## src/rtl/aes_inv_shift_rows_stream.sv

```systemverilog
// Byte-serial (Inv)ShiftRows: gathers 16 state bytes over a valid/ready stream
// and emits the row-rotated 128-bit state over a second valid/ready stream.
module aes_inv_shift_rows_stream #(
  parameter bit INVERSE = 1'b1,
  parameter int CNT_W   = 16
) (
  input  logic             clk,
  input  logic             rst_n,
  input  logic [7:0]       byte_in,
  input  logic             byte_valid,
  input  logic             byte_first,
  output logic             byte_ready,
  output logic [127:0]     state_out,
  output logic             state_valid,
  input  logic             state_ready,
  output logic             realign_err,
  output logic [CNT_W-1:0] block_count
);

  logic [3:0]        cnt_q, cnt_d;
  logic [14:0][7:0]  blk_q, blk_d;
  logic [127:0]      state_q, state_d;
  logic              vld_q, vld_d;
  logic              err_q, err_d;
  logic [CNT_W-1:0]  bc_q, bc_d;
  logic              accept;
  logic [15:0][7:0]  full;
  logic [15:0][7:0]  mapped;

  // Packed so that byte k lands at bits [127-8k -: 8]; byte 15 comes straight off the input.
  for (genvar k = 0; k < 15; k++) begin : g_full
    assign full[15-k] = blk_q[k];
  end
  assign full[0] = byte_in;

  for (genvar c = 0; c < 4; c++) begin : g_col
    for (genvar r = 0; r < 4; r++) begin : g_row
      localparam int SRC = INVERSE ? 4*((c - r + 4) % 4) + r : 4*((c + r) % 4) + r;
      assign mapped[15-(4*c+r)] = full[15-SRC];
    end
  end

  assign byte_ready = (cnt_q != 4'd15) || !vld_q || state_ready;
  assign accept     = byte_valid && byte_ready;

  always_comb begin
    cnt_d   = cnt_q;
    blk_d   = blk_q;
    state_d = state_q;
    vld_d   = vld_q;
    err_d   = 1'b0;
    bc_d    = bc_q;
    if (vld_q && state_ready) begin
      vld_d = 1'b0;
      bc_d  = bc_q + CNT_W'(1);
    end
    if (accept) begin
      // A mid-block byte_first restarts assembly even at byte 15.
      if (byte_first && cnt_q != 4'd0) begin
        blk_d[0] = byte_in;
        cnt_d    = 4'd1;
        err_d    = 1'b1;
      end else if (cnt_q == 4'd15) begin
        state_d = mapped;
        vld_d   = 1'b1;
        cnt_d   = 4'd0;
      end else begin
        blk_d[cnt_q] = byte_in;
        cnt_d        = cnt_q + 4'd1;
      end
    end
  end

  always_ff @(posedge clk or negedge rst_n) begin
    if (!rst_n) begin
      cnt_q   <= '0;
      blk_q   <= '0;
      state_q <= '0;
      vld_q   <= 1'b0;
      err_q   <= 1'b0;
      bc_q    <= '0;
    end else begin
      cnt_q   <= cnt_d;
      blk_q   <= blk_d;
      state_q <= state_d;
      vld_q   <= vld_d;
      err_q   <= err_d;
      bc_q    <= bc_d;
    end
  end

  assign state_out   = state_q;
  assign state_valid = vld_q;
  assign realign_err = err_q;
  assign block_count = bc_q;

endmodule

```

## config.mk

```make
export PLATFORM = sky130hd
export DESIGN_NAME = aes_inv_shift_rows_stream
export DESIGN_NICKNAME = d
export VERILOG_FILES = /design/src/rtl/aes_inv_shift_rows_stream.sv
export SDC_FILE = /design/constraint.sdc
export NUM_CORES = 1
export LEC_CHECK = 0
export CORE_ASPECT_RATIO = 1.25
export CORE_MARGIN = 2
export CORE_UTILIZATION = 35
export CTS_CLUSTER_SIZE = 10
export DETAILED_ROUTE_END_ITERATION = 6
export GPL_TIMING_DRIVEN = 1
export PLACE_DENSITY = 0.53
export SLEW_MARGIN = 40
export SYNTH_ARGS = -nofsm -noshare
export SYNTH_HDL_FRONTEND = slang
export SYNTH_SLANG_ARGS = --single-unit
```

## constraint.sdc

```tcl
create_clock -name clk -period 2.63 [get_ports clk]
set_input_delay 0.789 -clock clk [delete_from_list [all_inputs] [get_ports clk]]
set_output_delay 0.789 -clock clk [all_outputs]
set_load 0.1 [all_outputs]
```

; ---- Word level (Yosys, flattened, before mapping)
; Cells that the tools add are included.
[totals]
reg_bits = 270
input_bits = 13
out_inout_bits = 147
wordCells = 53
[classes]
n_addsub = 2
magnitude_cmp = 2
eq_ne = 3
n_mux = 13
bitwise_logic = 2
n_reduce_logical = 11
[ops]
columns = operator, count
row1 = $bwmux W120, 1
row2 = $demux W8 S4, 1
row3 = $mux W8, 3
row4 = $add A16 B1 Y16 const B, 1
row5 = $mux W4, 2
row6 = $mux W1, 6
row7 = $reduce_and A3 Y1, 2
row8 = $lt A4 B5 Y1 const B, 1
row9 = $add A4 B1 Y4 const B, 1
row10 = $eq A4 B4 Y1 const B, 1
row11 = $ge A4 B1 Y1 const B, 1
row12 = $logic_and A1 B1 Y1, 4
row13 = $ne A4 B4 Y1 const B, 1
row14 = $reduce_bool A4 Y1, 1
row15 = $logic_or A1 B1 Y1, 2
row16 = $ne A2 B2 Y1 const B, 1
row17 = $not A1 Y1, 2
row18 = $reduce_and A2 Y1, 1
row19 = $logic_not A1 Y1, 1

; ---- Logic depth before layout (Yosys ltp)
[logic_depth]
ltp_word = 7
ltp_mapped = 7
mapped_depth_nobuf = 6

; ---- Worst setup path after synthesis
; No wires, ideal clock.
[synth_path]
path_kind = reg-to-output
start = register vld_q (netlist: state_valid)
end = output byte_ready
t_arrival_ns = 2.182
t_required_ns = 1.841
slack_ns = -0.341
stages_incl_launch_ff = 3
path_buffers = 0
cell_sequence = dfrtp_1 > nor2b_1 > nand4_1
[synth_between]
elab_chain_len = 3
[synth_lines]
columns = item, line
row1 = from (decl), 23  ; logic vld_q, vld_d;
row2 = from (signal assigned), 86  ; vld_q <= vld_d;
row3 = $logic_not A1 Y1, 43  ; assign byte_ready = (cnt_q != 4'd15) || !vld_q || state_ready;
row4 = $logic_or A1 B1 Y1 (2 in series), 43
row5 = to (decl), 12  ; output logic byte_ready,
; Every way passes these cells.

; ---- Final worst setup path
[layout_path]
start = register cnt_q[1]
end = output byte_ready
[layout_between]
elab_chain_len = 3
[layout_lines]
columns = item, line
row1 = from (decl), 20  ; logic [3:0] cnt_q, cnt_d;
row2 = from (signal assigned), 83  ; cnt_q <= cnt_d;
row3 = $ne A4 B4 Y1, 43
row4 = $logic_or A1 B1 Y1 (2 in series), 43
; Every way passes these cells.

==> flow_summary.yaml <==
cts:
  cts_buffers: 31
  postCtsSetupBuffers: 0
  clockBufferDepth: 3
  clk_pin_slew_ns: 0.05
  clk-insertion-delay-late_ns: 0.53
  htreeDepth: 1
  cts.sinks: 270
  root_buffer: "clkbuf_16"
  cts_tree: "yes"
timing:
  whs_ns: 0.172
  finalMaxSlewViolations: 0
  slew_headroom_pct: 68.1
  max_clock_freq_ghz: 0.398
  skew_ns: 0.00715
  setup_viol: 0
  tightest_slew_ns: 0.479
  final_hold_viol_count: 0
  period_share_pct: 95.6
  fin_crit_ns: 2.51
  rsz0062_at_grt: "false"
logic_synthesis:
  postSynthCellCount: 647
  mappedNetlistArea_sq_um: 10400
  synth-edff-count: 0
  yosysWarnings: 0
  ys_types: 36
  yosys-top-cells-area: "dfrtp_1 (65%), mux2_2 (26%), mux2_4 (1.2%)"
  ys_seq_elements: 270
  synth_top_cell_by_area: "dfrtp_1"
  synth_area_per_cell_sq_um: 16.1
  synth_nets: 665
  synth_top_area_share_pct: 64.7
  async_flop_share_pct: 100
  ys_seq_area_share_pct: 64.7
  ys.flop_type: "dfrtp_1"
grt:
  grt_pass1_wl_um: 38200
  grt_pass1_vias: 6618
  grt_use_total_pct: 15.8
  grt_max_degree: 62
  grt_antenna_before_repair: 0
  grt-ovfl-total: 0
die:
  start_util_pct: 35.6
  die_w_um: 159
  dieHeight_um: 197
  rows: 70
  fp.dieArea_sq_um: 31200
  fp.coreArea_sq_um: 29300
  ios: 160
detailed_routing:
  met3RoutedLength_um: 1690
  wl_met2_um: 12000
  remaining_drc_errors: 0
  wirelength_met1_um: 10000
  firstDrtPassIters: 4
  wl_per_cell_um: 19.1
  postRouteAntennaNets: 0
  vias: 5958
  vias_per_cell: 4.73
  wl_um: 24100
  dr.max_layer_used: "met4"
  drt_iter0_drc: 235
setup_path:
  worstReg2RegStart: "cnt_q[0]$_DFFE_PN0P_"
  endpoint_kind: "primary output"
  critPathRequiredTime_ns: 1.84
  cp_max_fo: 10
  cp.arrival_ns: 1.72
  worstSetupStartpoint: "cnt_q[1]$_DFFE_PN0P_"
  r2r_slack_ns: 0.38
  critPathKind: "flip-flop to primary output"
  critPathLaunchType: "flip-flop"
final_layout:
  nNetsFinal: 877
  multiInputGateArea_sq_um: 3480
  nFillCells: 2608
  area_delta_synth_final_pct: 28.6
  seq_area_sq_um: 6760
  antennaDiodeCount: 0
  drive_above_1_share_pct: 56.8
  final_util_pct: 45.8
power:
  p_leak_nw: 6.78
  vdd_drop_max_mv: 0.352
  powerDensity_nw_per_um2: 769
placed_design:
  place_hpwl_um: 16000
  routabilityCongestion: 0.779
  portBuffers: 159
worst_hold_path:
  min_path_type: "input pin to asynchronous set/reset pin"
outcome:
  status: "complete, no violations"
job:
  timing.max_cap.violations: 0
==> state kept, by name, summed over array words and instances (netlist names) <==
| signal | flops |
|---|---|
| blk_q | 120 |
| realign_err | 1 |
| cnt_q | 4 |
| block_count | 16 |
| state_out | 128 |
| state_valid | 1 |
==> timing repair <==
item                                    4_1_cts  5_1_grt
gates resized for setup                       2        0
endpoints found under the setup margin        1        0
hold buffers                                  0        0
==> metrics by stage <==
stage / TNS, ns / worst slack [ns] / total power, mW / area, sq um / instances
after floorplan: 0 / 0.0146 / 6.20 / 10500 / 647
after global placement: -4.32 / -0.0540 / 6.63 / 12600 / 1222
after detailed placement: -16.37 / -0.148 / 6.72 / 12600 / 1222
after CTS: 0 / 0.0968 / 10.5 / 13400 / 1259
after global routing: 0 / 0.0439 / 10.9 / 13400 / 1259
final: 0 / 0.116 / 10.3 / 13400 / 1259
==> worst max-delay path, cell delays in order, from the launching register on <==
cell,delay [ns]
dfrtp_1,0.42
ha_2,0.35
nand4_1,0.19
buf_12,0.23
==> routing by layer <==
metal | up-vias | GRT usage (%)
met5 | - | 0
met4 | 0 | 3.57
met3 | 28 | 4.48
met2 | 148 | 26.8
met1 | 3098 | 20.2
li1 | 2684 | -
==> cells in the mapped netlist (2+ instances only) <==
master	count
buf_4	5
nor2b_1	4
nand2_1	18
mux2_4	8
nor2_1	8
xnor2_1	10
buf_6	9
dfrtp_1	270
ha_1	5
nand3_1	7
and4_1	3
nor3_2	2
clkbuf_1	8
nand2b_1	5
nand4_1	4
nor2_2	4
nor3_1	3
mux2_2	241
o21ai_0	3
xor2_1	5
buf_2	5
inv_1	6
==> final cells by class <==
cell class              instances  area share, %
clock inverters                 1          0.224
flip-flops and latches        270           50.3
repair buffers                206           13.6
clock buffers                  36           5.99
well taps                     396           3.69
inverters                       6          0.168
multi-input cells             344           25.9
==> where the power goes <==
group | leakage (nW) | total, mW | internal, mW | switching (mW)
registers | 3.65 | 5.16 | 4.79 | 0.363
clock network | 0.408 | 3.70 | 2.20 | 1.50
logic | 2.73 | 1.47 | 0.704 | 0.768
==> layout by cell type (no fill, tap or decap), types with 4 or more instances in the layout <==
cell type        netlist  routed
nor2_2                 4       4
inv_1                  6       6
xor2_1                 5       5
mux2_4                 8       8
clkbuf_16              0      31
mux2_2               241     241
nor2_1                 8       7
nand2b_1               5       5
clkdlybuf4s50_1        0      10
clkbuf_1               8       4
buf_12                 0      20
nand3_1                7       7
nand2_1               18      18
dfrtp_1              270     269
xnor2_1               10      10
ha_1                   5       4
nand4_1                4       4
buf_4                  5     174
==> cell families (layout without fill, tap and decap cells) <==
group / after synthesis / after routing / synth area share, %
buf+inv: 33 / 249 / 2.07
fa+ha+maj: 5 / 5 / 0.599
xor+xnor: 15 / 15 / 1.26
compound gates: 11 / 11 / 0.839
simple gates: 64 / 64 / 3.40
mux: 249 / 249 / 27.1
flops: 270 / 270 / 64.7
==> worst paths after layout <==
path | endpoint | depth (start not counted)
max in group asynchronous | block_count[8]$_DFFE_PN0P_ | 2
max reg2reg | blk_q[11]$_DFFE_PN0P_ | 6
min in group clk | block_count[15]$_DFFE_PN0P_ | 1
min | state_out[39]$_DFFE_PN0P_ | 1
max | byte_ready | 3
min reg2reg | block_count[15]$_DFFE_PN0P_ | 1
No activity file was read; power rests on OpenSTA's default activity.
